$ cat src/rtl/score_event_arbiter.sv
// Purpose : serialise per-requester hit events into gapped single-cycle score_inc pulses; sequence score_clr.
// Latency : hit sampled at edge k, grant at edge k+1, score_inc high for the cycle after edge k+1.
// Backpressure: none upstream; hits queue in saturating per-requester counters, excess sets sticky overflow.
//
// Ports:
//   clk       system clock
//   reset     asynchronous active-low reset
//   enable    game running: hits accepted and grants issued only while high
//   clear     synchronous one-cycle request to clear score and all pending state
//   hit_req   per-requester hit pulse, one point per high cycle
//   score_inc one-cycle increment pulse to the scoreboard (at least GAP low cycles between pulses)
//   score_clr one-cycle reset pulse to the scoreboard
//   grant_id  requester served by the current or last pulse
//   busy      FSM not idle or any pending hit outstanding
//   overflow  sticky per-requester flag: a hit was dropped at counter saturation
//
// Build option: define FIXED_PRIO_EN to replace round-robin with fixed lowest-index-first priority.
module score_event_arbiter #(
    parameter int N_REQ  = 4,
    parameter int PEND_W = 3,
    parameter int GAP    = 1
) (
    input  logic                     clk,
    input  logic                     reset,
    input  logic                     enable,
    input  logic                     clear,
    input  logic [N_REQ-1:0]         hit_req,
    output logic                     score_inc,
    output logic                     score_clr,
    output logic [$clog2(N_REQ)-1:0] grant_id,
    output logic                     busy,
    output logic [N_REQ-1:0]         overflow
);

    localparam int IDX_W = $clog2(N_REQ);
    localparam int GAP_W = $clog2(GAP + 1);
    localparam logic [PEND_W-1:0] PEND_MAX = {PEND_W{1'b1}};

    typedef enum logic [1:0] {
        ST_IDLE,
        ST_PULSE,
        ST_GAP,
        ST_CLR
    } state_t;

    state_t             state_q, state_d;
    logic [GAP_W-1:0]   gap_q, gap_d;
    logic [PEND_W-1:0]  pend_q [N_REQ];
    logic [PEND_W-1:0]  pend_d [N_REQ];
    logic [N_REQ-1:0]   ovf_d;
    logic [N_REQ-1:0]   pend_nz;
    logic [N_REQ-1:0]   acc;
    logic [N_REQ-1:0]   take;
    logic               grant;
    logic               sel_vld;
    logic [IDX_W-1:0]   sel_idx;

    always_comb begin
        for (int i = 0; i < N_REQ; i++) begin
            pend_nz[i] = |pend_q[i];
        end
    end

    // Requester selection among nonzero pending counters.
`ifdef FIXED_PRIO_EN
    always_comb begin
        sel_vld = 1'b0;
        sel_idx = '0;
        // Scan downwards so the lowest nonzero index is the last to be written.
        for (int k = N_REQ - 1; k >= 0; k--) begin
            if (pend_nz[k]) begin
                sel_vld = 1'b1;
                sel_idx = IDX_W'(k);
            end
        end
    end
`else
    logic [IDX_W-1:0] last_grant;
    logic [IDX_W-1:0] cand;

    always_comb begin
        sel_vld = 1'b0;
        sel_idx = '0;
        cand    = '0;
        // Search starts one past the last winner and wraps, so the last winner is checked last.
        for (int k = 1; k <= N_REQ; k++) begin
            cand = IDX_W'((int'(last_grant) + k) % N_REQ);
            if (!sel_vld && pend_nz[cand]) begin
                sel_vld = 1'b1;
                sel_idx = cand;
            end
        end
    end

    always_ff @(posedge clk or negedge reset) begin
        if (!reset) begin
            last_grant <= IDX_W'(N_REQ - 1);
        end else if (clear) begin
            last_grant <= IDX_W'(N_REQ - 1);
        end else if (grant) begin
            last_grant <= sel_idx;
        end
    end
`endif

    // Next-state logic; clear overrides everything, including an in-flight pulse.
    always_comb begin
        state_d = state_q;
        gap_d   = gap_q;
        grant   = 1'b0;
        case (state_q)
            ST_IDLE: begin
                if (enable && sel_vld) begin
                    grant   = 1'b1;
                    state_d = ST_PULSE;
                end
            end
            ST_PULSE: begin
                state_d = ST_GAP;
                gap_d   = GAP_W'(GAP);
            end
            ST_GAP: begin
                if (gap_q <= GAP_W'(1)) begin
                    state_d = ST_IDLE;
                end else begin
                    gap_d = gap_q - GAP_W'(1);
                end
            end
            ST_CLR: begin
                state_d = ST_IDLE;
            end
            default: begin
                state_d = ST_IDLE;
            end
        endcase
        if (clear) begin
            state_d = ST_CLR;
            grant   = 1'b0;
        end
    end

    assign acc = enable ? hit_req : '0;

    always_comb begin
        take = '0;
        if (grant) begin
            take[sel_idx] = 1'b1;
        end
    end

    // Pending counters: a simultaneous hit and grant on one requester cancel out,
    // so a saturated counter being served never drops its hit.
    always_comb begin
        for (int i = 0; i < N_REQ; i++) begin
            pend_d[i] = pend_q[i];
            ovf_d[i]  = overflow[i];
            if (clear) begin
                pend_d[i] = '0;
                ovf_d[i]  = 1'b0;
            end else if (acc[i] && !take[i]) begin
                if (pend_q[i] == PEND_MAX) begin
                    ovf_d[i] = 1'b1;
                end else begin
                    pend_d[i] = pend_q[i] + PEND_W'(1);
                end
            end else if (!acc[i] && take[i]) begin
                pend_d[i] = pend_q[i] - PEND_W'(1);
            end
        end
    end

    always_ff @(posedge clk or negedge reset) begin
        if (!reset) begin
            state_q  <= ST_IDLE;
            gap_q    <= '0;
            grant_id <= '0;
            overflow <= '0;
            for (int i = 0; i < N_REQ; i++) begin
                pend_q[i] <= '0;
            end
        end else begin
            state_q  <= state_d;
            gap_q    <= gap_d;
            overflow <= ovf_d;
            if (grant) begin
                grant_id <= sel_idx;
            end
            for (int i = 0; i < N_REQ; i++) begin
                pend_q[i] <= pend_d[i];
            end
        end
    end

    // Outputs decode the registered state only, so they cannot glitch or overlap.
    assign score_inc = (state_q == ST_PULSE);
    assign score_clr = (state_q == ST_CLR);
    assign busy      = (state_q != ST_IDLE) || (|pend_nz);

endmodule

$ cat config.mk
export PLATFORM = sky130hd
export DESIGN_NAME = score_event_arbiter
export DESIGN_NICKNAME = d
export VERILOG_FILES = /design/src/rtl/score_event_arbiter.sv
export SDC_FILE = /design/constraint.sdc
export NUM_CORES = 1
export LEC_CHECK = 0
export CAP_MARGIN = 10
export CORE_UTILIZATION = 55
export DETAILED_ROUTE_END_ITERATION = 10
export HOLD_SLACK_MARGIN = 0.03
export PLACE_DENSITY = 0.79
export SLEW_MARGIN = 30
export SYNTH_ARGS = -nofsm -noshare
export SYNTH_HDL_FRONTEND = slang
export SYNTH_SLANG_ARGS = --single-unit
$ cat constraint.sdc
create_clock -name clk -period 3.4 [get_ports clk]
set_clock_uncertainty 0.05 [all_clocks]
set_input_delay 0.68 -clock clk [delete_from_list [all_inputs] [get_ports clk]]
set_output_delay 0.68 -clock clk [all_outputs]
set_load 0.1 [all_outputs]
==> key figures <==
Status
  – Outcome: completed

Hold path
  – Hold Crit Class: input port to asynchronous set/reset pin

Timing
  – Hold WS: ~0.27 ns
  – Setup TNS Final: 0 ns
  – Final setup violation count: 0
  – RSZ-0062 raised after global routing: no
  – Slew @ Worst Pin: about 0.52 ns
  – Max_slew headroom: 64.9%
  – Final setup margin: ~0.27 ns
  – Fin. Hold Viols: 0
  – Fin. max-slew vios: 0
  – Tmin final: 3.13 ns
  – Ratio of final minimum period to clock period: approximately nine tenths
  – Maximum clock frequency: ~320 MHz

Worst setup path
  – CP Max Fanout: 6
  – Setup CP Type: register to register
  – Req. time, crit path: around 3.6 ns
  – Crit. End Element: register
  – Crit path DAT: roughly 3.3 ns
  – Crit start category: register
  – Reg-to-reg slack, setup: roughly 0.27 ns

Layout
  – N_diodes: 0
  – Non-filler cells, final: roughly 200
  – Synth-to-layout area growth: 14.0%
  – Number of nets in the layout: about 180
  – Fin util: between 60% and 70%
  – Fillcell total: 208
  – Share of cells above drive strength 1: 17.0%
  – Most common library cell in the layout ignoring fill and taps: dfrtp_1
  – Most frequent cells in the layout: 20 x dfrtp_1, 16 x nor2_1, 12 x nand2_1, 12 x buf_4, 9 x inv_1

Logic synthesis
  – Gate Count Post-Synth: 151
  – Top cell type's share of synthesized area: a little over a third
  – Ys Warns: 0
  – Synth area leader: dfrtp_1
  – Synthesis-stage register bit count: 22
  – Post-Synth Adder-Cell Area: under 10%
  – Post-synthesis compound-gate area fraction: a little over a quarter
  – Mapped Area: 1430 µm²
  – Synth Area in XOR/XNOR: between 1.5 and 2%
  – Synth Area in Simple Gates: a little over a fifth
  – Post-synthesis mux area share: 1.58%
  – FFs w/ async S/R, synth: 100%
  – Top cells by area, synth: dfrtp_1 35%, fa_1 5.6%, nor2_1 4.2%
  – Synth unique cells: between 40 and 50
  – Largest family of logic cells by synthesized area: compound AO/OA/AOI/OAI gates
  – Primary FF master, synth: dfrtp_1
  – Register area share after synthesis: 38.7%
  – Syn Nets: around 160
  – Synthesized area per cell: 9.45 µm²
  – Number of synthesized flops with an enable pin: 0

Floorplanning
  – Core Footprint: 2450 µm²
  – IO Pins: 17
  – Starting Density: around three fifths
  – Die width: 52.9 µm
  – Std-Cell Rows: 18
  – Die area: between 2000 and 3000 µm²
  – Die H: between 50 and 60 µm

Drt
  – Avg WL per Cell: roughly 15 µm
  – Detailed Routing Iterations Pass 1: 5
  – Routed wire length: approximately 3100 µm
  – Iteration-0 DRC Markers: 31
  – DRT antenna net count: 0
  – Vias per cell: roughly 6.2
  – Vias: 1247
  – Post-route DRC violation count: 0

Place
  – Dpl cells: between 150 and 200
  – DP Wirelength: ~2300 µm
  – Port bufs: 16
  – GPL Wtd Cong: 0.847
  – Place WS: 0.0932 ns

Global routing
  – GRT Resource Usage Total: approximately a quarter
  – Initial antenna violation count: 0
  – Pin count of the biggest net entering global routing: 23
  – Vias in the first global route: about 1200
  – First-pass GRT wire length: around 5300 µm
  – GRT Residual Overflow: 0

Clock tree
  – Clock Latency Late Sink: about 0.31 ns
  – Clock sinks: 22
  – Root buf cell: clkbuf_4
  – Clock buffer depth: 2
  – # Post-CTS Setup Buffers: 0
  – CTS tree: yes
  – H-tree lvl count: 1
  – Post-cts sizing count: 0
  – Num CTS Buffers: 3
  – Reg clk slew, reported paths: 0.12 ns
  – Cts hold-fix bufs: 0

Power
  – Leakage dissipation: 0.716 nW
  – Power per cell area: about 530 nW/µm²
  – Max VDD drop: 0.413 mV

Flow run
  – Max_cap viols: 0
-- where the power goes --
| group | switching [mW] | internal [mW] |
|---|---|---|
| Combinational | 0.267 | 0.129 |
| Sequential | 0.0394 | 0.300 |
| Clock | 0.0776 | 0.0458 |
-- kinds of logic (layout without fill, tap and decap cells) --
kind of cell    count (synthesis)  in the layout
buf+inv                        12             32
compound gates                 48             48
fa+ha+maj                       4              4
flops                          22             22
simple gates                   60             60
xor+xnor                        3              3
mux                             2              2
-- synthesized netlist by cell type, types with 3 or more instances --
| master | number |
|---|---|
| a21o_1 | 3 |
| a21oi_1 | 8 |
| and2_1 | 4 |
| a31oi_1 | 4 |
| dfrtp_1 | 20 |
| o21ai_0 | 5 |
| o211ai_1 | 3 |
| nor2b_1 | 5 |
| and3_1 | 3 |
| nor3_1 | 6 |
| nand2b_1 | 3 |
| fa_1 | 4 |
| nor2_1 | 16 |
| inv_1 | 9 |
| a31o_2 | 3 |
| xnor2_1 | 3 |
| nand2_1 | 12 |
-- sequential cells by signal (all words and copies together) (netlist names) --
register,cells
grant_id,2
last_grant,2
overflow,4
pend_q,12
state_q,2
-- path summary, 6_finish.rpt --
path | start | depth (start not counted) | end
worst max-delay path | pend_q[11]$_DFFE_PN0P_ | 9 | pend_q[2]$_DFFE_PN0P_
worst min-delay path | reset | 1 | state_q[0]$_DFFE_PN0P_
worst max register to register | pend_q[11]$_DFFE_PN0P_ | 9 | pend_q[2]$_DFFE_PN0P_
worst min register to register | overflow[1]$_DFFE_PN0P_ | 2 | overflow[1]$_DFFE_PN0P_
max in group asynchronous | reset | 1 | last_grant[1]$_DFFE_PN1P_
min in group clk | overflow[1]$_DFFE_PN0P_ | 2 | overflow[1]$_DFFE_PN0P_
-- metal layers --
metal  GRT usage (%)  share of wire, %  vias to the layer above
met2            43.9                48                       37
met3            3.45               4.1                        7
met1            33.8                46                      603
met4            11.4               1.9                        0
li1                -                 -                      600
met5               0                 0                        -
-- cell type report --
cell class / instances / area (µm²) / share of cell area, %
Tap cell: 30 / 37.5 / 2.31
Multi-Input combinational cell: 117 / 822 / 50.5
Sequential cell: 22 / 553 / 34.0
Clock buffer: 4 / 26.3 / 1.61
Inverter: 9 / 33.8 / 2.08
Timing Repair Buffer: 19 / 155 / 9.53
-- worst max-delay path: stages, from the launching register on --
cell and delay [ns]:
dfrtp_1 0.44, or3_4 0.41, or2_1 0.33, a2111oi_4 0.41, a21boi_4 0.27, nor2_1 0.11, fa_1 0.43, o21ai_0 0.09
or3b_1 0.36, a21oi_1 0.15
-- through the flow --
step                power, mW  instance area, µm²
floorplan               0.655                1430
CTS                     0.863                1630
global route            0.918                1630
detailed placement      0.739                1610
finish                  0.859                1630
global placement        0.726                1610
No activity file was read; power rests on OpenSTA's default activity.
